File: config.mk
export PLATFORM = sky130hd
export DESIGN_NAME = note_uart_tx
export DESIGN_NICKNAME = d
export VERILOG_FILES = /design/src/rtl/note_pkg.sv /design/src/rtl/note_to_ascii.sv /design/src/rtl/note_uart_tx.sv
export SDC_FILE = /design/constraint.sdc
export NUM_CORES = 1
export LEC_CHECK = 0
export CORE_MARGIN = 5
export CORE_UTILIZATION = 50
export DETAILED_ROUTE_END_ITERATION = 6
export GPL_ROUTABILITY_DRIVEN = 1
export PLACE_DENSITY = 0.71
export SLEW_MARGIN = 5
export SYNTH_ARGS = -nofsm -noshare
export SYNTH_HDL_FRONTEND = slang
export SYNTH_SLANG_ARGS = --single-unit
File: constraint.sdc
create_clock -name clk -period 4.4 [get_ports clk]
set_input_delay 0.88 -clock clk [delete_from_list [all_inputs] [get_ports clk]]
set_output_delay 0.88 -clock clk [all_outputs]
set_load 0.03 [all_outputs]
File: src/rtl/note_pkg.sv
// Shared constants and FSM state type for the note UART transmit path.
// The CR/LF states exist only when NOTE_TX_CRLF_EN is defined.
package note_pkg;

    localparam logic [3:0] NOTE_C4 = 4'd0;
    localparam logic [3:0] NOTE_D4 = 4'd1;
    localparam logic [3:0] NOTE_E4 = 4'd2;
    localparam logic [3:0] NOTE_F4 = 4'd3;
    localparam logic [3:0] NOTE_G4 = 4'd4;
    localparam logic [3:0] NOTE_A4 = 4'd5;
    localparam logic [3:0] NOTE_B4 = 4'd6;
    localparam logic [3:0] NOTE_C5 = 4'd7;
    localparam logic [3:0] NOTE_D5 = 4'd8;
    localparam logic [3:0] NOTE_E5 = 4'd9;
    localparam logic [3:0] NOTE_F5 = 4'd10;
    localparam logic [3:0] NOTE_G5 = 4'd11;
    localparam logic [3:0] NOTE_A5 = 4'd12;
    localparam logic [3:0] NOTE_B5 = 4'd13;

    localparam logic [7:0] ASCII_CR    = 8'h0D;
    localparam logic [7:0] ASCII_LF    = 8'h0A;
    localparam logic [7:0] ASCII_QMARK = 8'd63;

    typedef enum logic [2:0] {
        ST_IDLE,
        ST_START,
        ST_DATA,
        ST_STOP
`ifdef NOTE_TX_CRLF_EN
        ,
        ST_CR,
        ST_LF
`endif
    } tx_state_e;

endpackage

File: src/rtl/note_to_ascii.sv
// Combinational inverse of the keyboard decoder: note index to ASCII letter.
// Lower octave is lowercase, upper octave uppercase, unused codes give '?'.
module note_to_ascii
    import note_pkg::*;
(
    input  logic [3:0] note_num,
    output logic [7:0] ascii
);

    always_comb begin
        ascii = ASCII_QMARK;
        case (note_num)
            NOTE_C4: ascii = 8'd99;
            NOTE_D4: ascii = 8'd100;
            NOTE_E4: ascii = 8'd101;
            NOTE_F4: ascii = 8'd102;
            NOTE_G4: ascii = 8'd103;
            NOTE_A4: ascii = 8'd97;
            NOTE_B4: ascii = 8'd98;
            NOTE_C5: ascii = 8'd67;
            NOTE_D5: ascii = 8'd68;
            NOTE_E5: ascii = 8'd69;
            NOTE_F5: ascii = 8'd70;
            NOTE_G5: ascii = 8'd71;
            NOTE_A5: ascii = 8'd65;
            NOTE_B5: ascii = 8'd66;
            default: ascii = ASCII_QMARK;
        endcase
    end

endmodule

File: src/rtl/note_uart_tx.sv
// Accepts a note index over valid/ready and sends its ASCII letter as UART 8N1.
// Define NOTE_TX_CRLF_EN to follow every character with CR and LF frames.
module note_uart_tx
    import note_pkg::*;
#(
    parameter int CLKS_PER_BIT = 10417
) (
    input  logic       clk,
    input  logic       rst,
    input  logic [3:0] note_num,
    input  logic       note_valid,
    output logic       note_ready,
    output logic       tx,
    output logic       busy,
    output logic [7:0] last_ascii
);

    localparam int BaudW = $clog2(CLKS_PER_BIT);
    localparam logic [BaudW-1:0] BaudLast = BaudW'(CLKS_PER_BIT - 1);

    tx_state_e        state_q, state_d;
    logic [BaudW-1:0] baud_q, baud_d;
    logic [3:0]       bit_q, bit_d;
    logic [7:0]       shift_q, shift_d;
    logic [7:0]       last_q, last_d;
    logic [7:0]       mapped;
    logic             baud_done;

    note_to_ascii u_map (
        .note_num (note_num),
        .ascii    (mapped)
    );

    assign baud_done  = (baud_q == BaudLast);
    assign note_ready = (state_q == ST_IDLE);
    assign busy       = !note_ready;
    assign last_ascii = last_q;

    always_ff @(posedge clk) begin
        if (rst) begin
            state_q <= ST_IDLE;
            baud_q  <= '0;
            bit_q   <= '0;
            shift_q <= '0;
            last_q  <= '0;
        end else begin
            state_q <= state_d;
            baud_q  <= baud_d;
            bit_q   <= bit_d;
            shift_q <= shift_d;
            last_q  <= last_d;
        end
    end

    // CR/LF frames reuse bit_q as a 0..9 position: 0 start, 1..8 data, 9 stop.
    always_comb begin
        state_d = state_q;
        baud_d  = baud_q + 1'b1;
        bit_d   = bit_q;
        shift_d = shift_q;
        last_d  = last_q;
        case (state_q)
            ST_IDLE: begin
                baud_d = '0;
                bit_d  = '0;
                if (note_valid) begin
                    shift_d = mapped;
                    last_d  = mapped;
                    state_d = ST_START;
                end
            end
            ST_START: begin
                if (baud_done) begin
                    baud_d  = '0;
                    state_d = ST_DATA;
                end
            end
            ST_DATA: begin
                if (baud_done) begin
                    baud_d  = '0;
                    shift_d = {1'b0, shift_q[7:1]};
                    if (bit_q == 4'd7) begin
                        bit_d   = '0;
                        state_d = ST_STOP;
                    end else begin
                        bit_d = bit_q + 4'd1;
                    end
                end
            end
            ST_STOP: begin
                if (baud_done) begin
                    baud_d = '0;
`ifdef NOTE_TX_CRLF_EN
                    bit_d   = '0;
                    shift_d = ASCII_CR;
                    state_d = ST_CR;
`else
                    state_d = ST_IDLE;
`endif
                end
            end
`ifdef NOTE_TX_CRLF_EN
            ST_CR, ST_LF: begin
                if (baud_done) begin
                    baud_d = '0;
                    if (bit_q == 4'd9) begin
                        bit_d = '0;
                        if (state_q == ST_CR) begin
                            shift_d = ASCII_LF;
                            state_d = ST_LF;
                        end else begin
                            state_d = ST_IDLE;
                        end
                    end else begin
                        bit_d = bit_q + 4'd1;
                        if (bit_q != 4'd0) begin
                            shift_d = {1'b0, shift_q[7:1]};
                        end
                    end
                end
            end
`endif
            default: begin
                state_d = ST_IDLE;
                baud_d  = '0;
            end
        endcase
    end

    always_comb begin
        tx = 1'b1;
        case (state_q)
            ST_START: tx = 1'b0;
            ST_DATA:  tx = shift_q[0];
`ifdef NOTE_TX_CRLF_EN
            ST_CR, ST_LF: begin
                if (bit_q == 4'd0) begin
                    tx = 1'b0;
                end else if (bit_q != 4'd9) begin
                    tx = shift_q[0];
                end
            end
`endif
            default:  tx = 1'b1;
        endcase
    end

endmodule

Word-level counts from Yosys, hierarchy flattened
Memories as Yosys holds them, arrays and structs flattened.
Index checks and enable logic that the tools add are counted.
{ "op_classes": {"reduce_logical": 9, "n_bitwise": 1, "eq_ne": 10, "mux": 13, "add_sub_neg": 2} }
{ "ops": {"columns": ["cell", "n"], "rows": [
  ["$mux W8", 2],
  ["$pmux W8 S2", 1],
  ["$mux W3", 5],
  ["$add A14 B1 Y14 const B", 1],
  ["$eq A14 B14 Y1 const B", 1],
  ["$pmux W3 S4", 1],
  ["$ne A2 B2 Y1 const B", 5],
  ["$mux W4", 2],
  ["$pmux W4 S2", 1],
  ["$eq A3 B2 Y1 const B", 2],
  ["$reduce_or A3 Y1", 2],
  ["$reduce_and A5 Y1", 1],
  ["$add A4 B1 Y4 const B", 1],
  ["$eq A4 B3 Y1 const B", 1],
  ["$reduce_and A2 Y1", 2],
  ["$eq A3 B1 Y1 const B", 1],
  ["$logic_not A3 Y1", 1],
  ["$reduce_and A3 Y1", 1],
  ["$pmux W1 S2", 1],
  ["$reduce_bool A2 Y1", 1],
  ["$logic_not A1 Y1", 1],
  ["$not A1 Y1", 1]
]} }
{ "totals": {"word_cells": 41, "in_bits": 7, "ff_bits": 37, "out_inout_bits": 11, "romBits": 112, "mem_count": 1} }
{ "memory_table": {"columns": ["name", "words", "word_bits", "read_ports", "rd_ports_with_merged_regs", "wr", "line_no", "rtl"], "rows": [
  ["(no name shown)", 16, 7, 1, 0, 0, "note_to_ascii.sv:12", "case (note_num)"]
]} }

Depth between registers and ports, before layout
Gate-level depths: netlist (run 1).
{ "logic_depth": {"depth_word": 4, "depth_mapped": 7, "ltp_nobuf": 6} }

Hierarchy
Synthesis (run 1) repeated with hierarchy kept, for this count alone.
{ "hier_totals": {"cells_unflattened": 239, "area_unflattened_um2": 2047.0} }
{ "by_module_without_submodules": {"columns": ["module", "instances", "area_each_um2", "seq_area_each_um2", "cells_per_inst"], "rows": [
  ["note_uart_tx", 1, 1829.3, 720.7, 210],
  ["note_to_ascii", 1, 217.7, 0.0, 29]
]} }

Worst setup path before layout (run 1)
Ideal clock, no wire load.
{ "synth_timing": {"kind": "flip-flop to output port", "from": "register state_q[0]", "to": "output port tx", "required_ns": 3.520, "setup_slack_ns": 2.150, "path_stages_with_launch": 6, "arrival_time_ns": 1.370, "n_path_buf": 0, "path_cell_list": "dfxtp_1 -> inv_1 -> ha_1 -> inv_1 -> nor2_1 -> a21oi_1"} }
{ "synth_between": {"elab_chain_cells": 2, "elab_cells_between_ends": 3, "classes_between": "eq/ne: 2; mux: 1"} }
{ "synth_lines": {"columns": ["element", "line_no", "rtl"], "rows": [
  ["start, declared", "note_uart_tx.sv:21", "tx_state_e state_q, state_d;"],
  ["start signal, assigned", "note_uart_tx.sv:47", "state_q <= state_d;"],
  ["$eq A3 B2 Y1 / $eq A3 B1 Y1 (equally long branches)", "note_uart_tx.sv:132", "case (state_q)"],
  ["$pmux W1 S2 *", "note_uart_tx.sv:132", null],
  ["end, declared", "note_uart_tx.sv:13", "output logic tx,"]
]} }
Every way passes the cells marked *; elsewhere a longest branch is shown, timed or not.

Final worst setup path (run 1)
Same ends and word-level chain as after synthesis.

==> impl_metrics.env, run 1 <==
export IMPL_setup_violations=0
export IMPL_tightest_slew_ns=0.905
export IMPL_place_congestion=0.793
export IMPL_post_cts_buffers=0
export IMPL_slew_viol_final=0
export IMPL_r2r_end="shift_q[3]"
export IMPL_hold_path_endpoint="last_ascii[2]"
export IMPL_die_x_um=71.0
export IMPL_synth_top_cells_by_count="dfxtp_1, nor2_1, nand2_1, a21oi_1, inv_1"
export IMPL_fin_skew_ns=0.00636
export IMPL_diodes=0
export IMPL_ys_seq_elements=33
export IMPL_finalHoldViolations=0
export IMPL_antenna_found_initial=0
export IMPL_syn_nets=236
export IMPL_vias=1521
export IMPL_fill_cells=335
export IMPL_synth_edff_count=0
export IMPL_arrival_ns=2.33
export IMPL_clk_path_buf_depth=2
export IMPL_crit_required_ns=3.52
export IMPL_cts_resized_gates=0
export IMPL_dieArea_um2=5040
export IMPL_status="finished, final reports clean"
export IMPL_ys_seq_area_frac=0.355
export IMPL_gr_usage_met1=0.199
export IMPL_io_pins=18
export IMPL_grt_pass1_wl_um=6090
export IMPL_initial_utilization=0.512
export IMPL_drt_iter0_drc=159
export IMPL_cts_max_level=2
export IMPL_drive_gt1_frac=0.0826
export IMPL_yosysTopAreaCell="dfxtp_1"
export IMPL_worstRegToRegCells=6
export IMPL_yosys_warnings=0
export IMPL_grt_total_usage=0.150
export IMPL_ys_top_cells_by_area="dfxtp_1, ha_1, nor2_1, a21oi_1, nand2_1"
export IMPL_path_max_fanout=16
export IMPL_hpwl_um=2580
export IMPL_relSlewSlack=0.395
export IMPL_p_total_mw=1.08
export IMPL_cts_sinks=33
export IMPL_root_buffer="clkbuf_8"
export IMPL_yosysTopAreaCellShare=0.355
export IMPL_fin_crit_sh=0.729
export IMPL_port_buffers=16
export IMPL_r2r_slack_ns=2.33
export IMPL_routedWlPerCell_um=12.9
export IMPL_async_flop_share=0
export IMPL_cp_end_kind="output pin"
export IMPL_core_rowCount=22
export IMPL_tns_ns=0
export IMPL_cts_buffers=5
export IMPL_path_clk_slew_ns=0.07
export IMPL_viasPerCell=5.47
export IMPL_min_path_type="reg2reg"
export IMPL_grt_max_degree=27
export IMPL_ir_drop_uv=413
export IMPL_power_density_nw_per_um2=507
export IMPL_worstHoldPathCells=2
export IMPL_startpoint_type="flop"
export IMPL_post_route_util=0.586
export IMPL_clk_latency_ns=0.29
export IMPL_die_h_um=71.0
export IMPL_wl_um=3590
export IMPL_overflow=0
export IMPL_grt_met2_usage=0.226
export IMPL_coreArea_um2=3630
export IMPL_rsz0062_at_grt="no"
export IMPL_syn_area_um2=1860
export IMPL_drtPass1Iterations=5
export IMPL_yosysMostFrequentCell="dfxtp_1"
export IMPL_reg2reg_from="state_q[0]"
export IMPL_min_from="last_ascii[2]"
export IMPL_drtAntennaViolNets=0
export IMPL_postSynthCellCount=217
export IMPL_grt_pass1_vias=1301
export IMPL_drv_cap=0
export IMPL_final_nets=248
export IMPL_use_met3=0.0398
export IMPL_top_usage_layer="met2"
export IMPL_p_leak_nw=0.808
export IMPL_crit_type="reg2out"
export IMPL_fmax_ghz=0.312
export IMPL_cts_tree="built"
export IMPL_syn2layout_area_growth_pct=14.5
export IMPL_fin_crit_ns=3.21
export IMPL_syn_area_per_cell_um2=8.57
export IMPL_ys_flop_type="dfxtp_1"
export IMPL_drc_errors=0
export IMPL_cts_hold_buf=0
export IMPL_netlist_cell_type_count=48
## how the worst max path moves through the flow
stage                           from  to  slack [ns]
after global placement    state_q[0]  tx        1.55
final                     state_q[0]  tx        1.19
after CTS                 state_q[0]  tx        1.19
after floorplan           state_q[0]  tx        2.15
after global routing      state_q[0]  tx         1.0
after detailed placement  state_q[0]  tx        1.54
## layer usage
metal / wire (um) / share of wire
met5: 0 / 0
met1: 1760 / 0.49
met3: 141 / 0.039
met4: 61 / 0.017
met2: 1630 / 0.45
## state kept, by name, summed over array words and instances (netlist names)
register / flops
baud_q: 14
bit_q: 4
shift_q: 7
last_ascii: 6
state_q: 2
## kinds of logic (layout without fill, tap and decap cells)
logic type                 Yosys count  count (layout)  share of synthesized area
and+or+nand+nor                     90              90                      0.271
AOI/OAI and AO/OA                   38              38                      0.136
DFF                                 33              33                      0.355
buffers and inverters               25              38                     0.0565
adders and majority gates           12              12                     0.0808
xor gates and xnor gates            10              10                     0.0471
muxes                                8               8                     0.0518
other                                1               1                    0.00202
## layout by cell type (no fill, tap or decap), types with 6 or more instances in the layout
master,count
clkbuf_8,7
nor2_1,23
clkdlybuf4s50_1,16
a21oi_1,15
inv_1,14
xnor2_1,6
ha_1,12
nand2b_1,6
nand2_1,18
o21ai_0,7
dfxtp_1,33
## cell type report
class | count | area [um2] | share of cell area
clock buffer | 7 | 96.3 | 0.0453
clock inverter | 1 | 5.00 | 0.00235
inverter | 14 | 52.6 | 0.0247
multi-input combinational | 159 | 1090 | 0.514
sequential | 33 | 661 | 0.310
tap | 48 | 60.1 | 0.0282
timing repair buffer | 16 | 160 | 0.0753
## power by group
group          leakage [nW]  internal [mW]  switching (mW)
combinational         0.485          0.175           0.277
sequential            0.269          0.347          0.0286
clock                0.0542          0.141           0.111
total                 0.808          0.663           0.417
## per-stage QoR
stage	setup WS, ns	hold WS (ns)	area (um2)	instances
after floorplan	2.15	0.441	1860	217
after global routing	0.997	0.492	2130	278
final	1.19	0.466	2130	278
after CTS	1.19	0.468	2130	278
after detailed placement	1.54	0.459	2030	270
after global placement	1.55	0.449	2030	270
## worst max-delay path, stage by stage, from the launching register on
cell             delay, ns
dfxtp_1               0.33
inv_1                 0.11
ha_1                  0.48
inv_1                 0.26
a21oi_1               0.17
clkdlybuf4s50_1       0.68
Power figures use the tool's default switching activity.
==> run 2, diff against run 1 <==
==> constraint.sdc (replaced) <==
create_clock -name clk -period 3 [get_ports clk]
set_input_delay 0.6 -clock clk [delete_from_list [all_inputs] [get_ports clk]]
set_output_delay 0.6 -clock clk [all_outputs]
set_load 0.03 [all_outputs]
==> run 2 against run 1 <==
  * Combinational power rose by 48%
  * Highest routed layer unchanged
  * Clock power grew 99%
  * Final cell count up 0.72%
  * Global-route usage increased by 0.93 points
  * Cell area grew 2.2%
  * Critical endpoint unchanged
  * Routed wire length rose by 0.45%
  * Non-clock buffer count up 2
  * Critical path type unchanged
  * Sequential share of layout area shrank 0.68 points
  * Clock-buffer cell count decreased by 2
  * Die area stayed put
  * Clock skew down 0.0029 ns
  * Largest cell class unchanged
==> impl_metrics.env, run 2 (synthesis gave the netlist of run 1 again) <==
export IMPL_p_leak_nw=0.832
export IMPL_tightest_slew_ns=0.500
export IMPL_max_stage_delay_ns=0.68
export IMPL_worstRegToRegCells=6
export IMPL_place_congestion=0.778
export IMPL_cp_buffers_inverters=3
export IMPL_setup_violations=0
export IMPL_cts_max_level=2
export IMPL_endpoint="tx"
export IMPL_io_pins=18
export IMPL_clk_path_buf_depth=2
export IMPL_coreArea_um2=3630
export IMPL_diodes=0
export IMPL_dieArea_um2=5040
export IMPL_final_common_cell="dfxtp_1"
export IMPL_drive_gt1_frac=0.0905
export IMPL_fin_crit_ns=2.63
export IMPL_post_cts_buffers=0
export IMPL_routedWlPerCell_um=12.9
export IMPL_slew_viol_final=0
export IMPL_cpLargestDelayFamily="buffers and inverters"
export IMPL_port_buffers=16
export IMPL_drtAntennaViolNets=0
export IMPL_final_cell_mix="dfxtp_1, nor2_1, nand2_1"
export IMPL_grt_total_usage=0.159
export IMPL_crit_type="reg2out"
export IMPL_multi_input_area_um2=1090
export IMPL_fin_crit_sh=0.877
export IMPL_grt_pass1_wl_um=6520
export IMPL_die_x_um=71.0
export IMPL_die_h_um=71.0
export IMPL_largest_register_ffs=14
export IMPL_relSlewSlack=0.663
export IMPL_startpoint_type="flop"
export IMPL_syn2layout_area_growth_pct=17.0
export IMPL_finalHoldViolations=0
export IMPL_worst_path_stages=6
export IMPL_cts_hold_buf=0
export IMPL_overflow=0
export IMPL_design_area_um2=2180
export IMPL_largest_register="baud_q"
export IMPL_core_rowCount=22
export IMPL_whs_ns=0.461
export IMPL_path_max_fanout=7
export IMPL_cts_buffers=5
export IMPL_cp_end_kind="output pin"
export IMPL_drtPass1Iterations=4
export IMPL_post_route_util=0.599
export IMPL_rsz0062_at_grt="no"
export IMPL_reg2reg_from="state_q[0]"
export IMPL_ir_drop_uv=570
export IMPL_worst_path_max_delay_cell="clkdlybuf4s50_1"
export IMPL_layout_area_seq_um2=661
export IMPL_tns_ns=0
export IMPL_initial_utilization=0.512
export IMPL_grt_pass1_vias=1496
export IMPL_crit_required_ns=2.40
export IMPL_cts_resized_gates=0
export IMPL_power_density_nw_per_um2=790
export IMPL_fin_skew_ns=0.00343
export IMPL_viasPerCell=5.38
export IMPL_startpoint="state_q[0]"
export IMPL_r2r_end="state_q[0]"
export IMPL_setup_ws_ns=0.370
export IMPL_cts_tree="built"
export IMPL_antenna_found_initial=0
export IMPL_fill_cells=356
export IMPL_cts_sinks=33
export IMPL_wl_um=3600
export IMPL_vias=1506
export IMPL_fmax_ghz=0.380
export IMPL_timing_critical_path_mode_cell="inv_1"
export IMPL_hpwl_um=2660
export IMPL_placed_cell_area_um2=2040
export IMPL_grt_max_degree=18
export IMPL_r2r_slack_ns=1.07
export IMPL_status="finished, final reports clean"
export IMPL_layout_cells_non_filler=280
export IMPL_drt_iter0_drc=87
export IMPL_path_clk_slew_ns=0.07
export IMPL_drc_errors=0
export IMPL_arrival_ns=2.03
export IMPL_dpl_cell_count=272
export IMPL_p_total_mw=1.72
export IMPL_worstPathCellList="inv_1, ha_1, inv_1, nor2_1, a21oi_1, clkdlybuf4s50_1"
export IMPL_place_ws_ns=0.507
export IMPL_root_buffer="clkbuf_8"
export IMPL_min_path_type="reg2reg"
export IMPL_clk_latency_ns=0.29
export IMPL_drv_cap=0
export IMPL_final_nets=250
==> run 2: cell count changes in the layout (fill, tap and decap cells not counted), sizes merged <==
cell    previous run  this run
bufinv             0         2
buf                0         2
clkbuf             7         5
==> run 2: worst min-delay path: cells and delay by family (launching register included) <==
family	cells	cell delay [ns]
flops	1	0.31
compound gates	1	0.05
simple gates	1	0.05
==> run 2: routing by layer <==
layer / part of all wire / global-route usage / up-vias
li1: - / - / 783
met3: 0.027 / 0.0369 / 6
met4: 0.019 / 0.0793 / 0
met2: 0.49 / 0.258 / 15
met1: 0.47 / 0.196 / 702
met5: 0 / 0 / -
==> run 2: final cells by class <==
class | count | area share
Clock buffer | 5 | 0.0316
Clock inverter | 3 | 0.0299
Timing Repair Buffer | 18 | 0.0805
Multi-Input combinational cell | 159 | 0.503
Tap cell | 48 | 0.0276
Inverter | 14 | 0.0242
Sequential cell | 33 | 0.304
==> run 2: worst min path at each step <==
stage / endpoint / cells past startpoint / slack, ns / startpoint
finish: last_ascii[1] / 2 / 0.46 / last_ascii[1]
global route: last_ascii[1] / 2 / 0.48 / last_ascii[1]
CTS: last_ascii[1] / 2 / 0.46 / last_ascii[1]
detailed placement: last_ascii[1] / 2 / 0.45 / last_ascii[1]
global placement: last_ascii[2] / 2 / 0.45 / last_ascii[2]
floorplan: baud_q[0] / 1 / 0.44 / baud_q[0]
==> run 2: report_power, final <==
group	internal, mW	leakage [nW]	switching [mW]
Sequential	0.508	0.269	0.0429
Combinational	0.261	0.495	0.406
Clock	0.330	0.0681	0.171
Total	1.10	0.832	0.620
==> run 3, diff against run 2 <==
--- a/config.mk
+++ b/config.mk
@@ -5,11 +5,11 @@
 export SDC_FILE = /design/constraint.sdc
 export NUM_CORES = 1
 export LEC_CHECK = 0
+export CORE_ASPECT_RATIO = 0.8
 export CORE_MARGIN = 5
-export CORE_UTILIZATION = 50
+export CORE_UTILIZATION = 40
 export DETAILED_ROUTE_END_ITERATION = 6
 export GPL_ROUTABILITY_DRIVEN = 1
-export PLACE_DENSITY = 0.71
 export SLEW_MARGIN = 5
 export SYNTH_ARGS = -nofsm -noshare
 export SYNTH_HDL_FRONTEND = slang
==> constraint.sdc (replaced) <==
create_clock -name clk -period 2.9 [get_ports clk]
set_input_delay 0.58 -clock clk [delete_from_list [all_inputs] [get_ports clk]]
set_output_delay 0.58 -clock clk [all_outputs]
set_load 0.03 [all_outputs]
==> run 3 against run 2 <==
  * Via count down 0.73%
  * Register-to-register slack worse by 0.16 ns
  * Final cell count rose by 5.0%
  * Utilization down 12 points
  * Sequential share of layout area shrank 0.17 points
  * Flip-flop and latch count stayed put
  * Clock skew grew 0.010 ns
  * Sequential power is 3.6% higher
  * Worst setup slack better by 0.028 ns
  * Hold slack better by 0.0010 ns
  * Die area is 21% higher
==> impl_metrics.env, run 3 (synthesis gave the netlist of run 1 again) <==
export IMPL_status="finished, final reports clean"
export IMPL_wl_um=3800
export IMPL_power_density_nw_per_um2=791
export IMPL_cts_resized_gates=0
export IMPL_grt_pass1_vias=1332
export IMPL_drtPass1Iterations=4
export IMPL_tightest_slew_ns=0.499
export IMPL_post_route_util=0.482
export IMPL_root_buffer="clkbuf_8"
export IMPL_hpwl_um=2810
export IMPL_largest_register="baud_q"
export IMPL_vias=1495
export IMPL_relSlewSlack=0.664
export IMPL_drv_cap=0
export IMPL_fin_crit_sh=0.863
export IMPL_finalHoldViolations=0
export IMPL_slew_viol_final=0
export IMPL_min_from="last_ascii[2]"
export IMPL_final_common_cell="dfxtp_1"
export IMPL_coreArea_um2=4540
export IMPL_p_total_mw=1.73
export IMPL_crit_required_ns=2.32
export IMPL_drc_errors=0
export IMPL_r2r_slack_ns=0.91
export IMPL_cts_max_level=2
export IMPL_tns_ns=0
export IMPL_largest_register_ffs=14
export IMPL_antenna_found_initial=0
export IMPL_layout_cells_non_filler=294
export IMPL_hold_path_endpoint="last_ascii[2]"
export IMPL_post_cts_buffers=0
export IMPL_die_x_um=86.2
export IMPL_crit_type="reg2out"
export IMPL_startpoint_type="flop"
export IMPL_grt_pass1_wl_um=6560
export IMPL_reg2reg_from="state_q[0]"
export IMPL_cts_buffers=5
export IMPL_drtAntennaViolNets=0
export IMPL_min_path_type="reg2reg"
export IMPL_place_congestion=0.765
export IMPL_cp_end_kind="output pin"
export IMPL_diodes=0
export IMPL_path_clk_slew_ns=0.08
export IMPL_viasPerCell=5.09
export IMPL_routedWlPerCell_um=12.9
export IMPL_initial_utilization=0.409
export IMPL_rsz0062_at_grt="no"
export IMPL_overflow=0
export IMPL_path_max_fanout=3
export IMPL_p_leak_nw=0.831
export IMPL_core_rowCount=22
export IMPL_final_nets=252
export IMPL_grt_total_usage=0.132
export IMPL_fin_skew_ns=0.0134
export IMPL_arrival_ns=1.92
export IMPL_final_cell_mix="dfxtp_1, nor2_1, nand2_1"
export IMPL_r2r_end="state_q[0]"
export IMPL_port_buffers=16
export IMPL_worstRegToRegCells=6
export IMPL_ir_drop_uv=454
export IMPL_drt_iter0_drc=196
export IMPL_clk_path_buf_depth=2
export IMPL_syn2layout_area_growth_pct=17.7
export IMPL_dieArea_um2=6120
export IMPL_cts_tree="built"
export IMPL_cts_sinks=33
export IMPL_fin_crit_ns=2.50
export IMPL_grt_max_degree=16
export IMPL_worstHoldPathCells=2
export IMPL_clk_latency_ns=0.28
export IMPL_setup_violations=0
export IMPL_die_h_um=71.0
export IMPL_io_pins=18
export IMPL_cts_hold_buf=0
export IMPL_drive_gt1_frac=0.0940
export IMPL_dpl_cell_count=286
export IMPL_fmax_ghz=0.400
-- run 3: cell count changes in the layout (fill, tap and decap cells not counted), sizes merged --
cell,change
clkbuf,+2
buf,+2
bufinv,-1
clkinv,-1
-- run 3: worst max-delay path by stage --
stage / slack (ns) / endpoint / from / cells past startpoint
floorplan: 0.95 / tx / state_q[0] / 5
global placement: 0.47 / shift_q[1] / note_num[1] / 7
detailed placement: 0.44 / shift_q[1] / note_num[1] / 7
CTS: 0.38 / tx / state_q[0] / 6
global route: 0.26 / tx / state_q[0] / 6
finish: 0.40 / tx / state_q[0] / 6
-- run 3: cell type report --
type | count | area [um2]
fillers | 443 | 2350
well taps | 60 | 75.1
multi-input cells | 159 | 1090
clock buffers | 7 | 86.3
clock inverters | 1 | 30.0
inverters | 14 | 52.6
repair buffers | 20 | 190
flip-flops and latches | 33 | 661
-- run 3: power by group --
part | internal, mW | switching, mW | leakage (nW) | total (mW)
combinational | 0.278 | 0.434 | 0.504 | 0.712
sequential | 0.526 | 0.0454 | 0.269 | 0.571
clock | 0.280 | 0.168 | 0.0585 | 0.448
total | 1.08 | 0.648 | 0.831 | 1.73
-- run 3: through the flow --
step,worst slack (ns),hold slack (ns),cell area [um2]
floorplan,0.950,0.441,1860
global placement,0.474,0.448,2070
detailed placement,0.437,0.452,2070
CTS,0.381,0.462,2190
global route,0.261,0.506,2190
finish,0.398,0.462,2190
-- run 3: critical path: stages, from the launching register on --
cell and delay, ns:
dfxtp_1 0.38, inv_1 0.11, ha_1 0.22, inv_1 0.09, nor2_1 0.04, a21oi_1 0.12
clkdlybuf4s50_1 0.69
-- run 3: routing by layer --
metal,share of wire,vias up,GRT usage
li1,-,785,-
met1,0.56,678,0.210
met2,0.39,25,0.164
met3,0.038,7,0.0349
met4,0.014,0,0.0467
met5,0,-,0
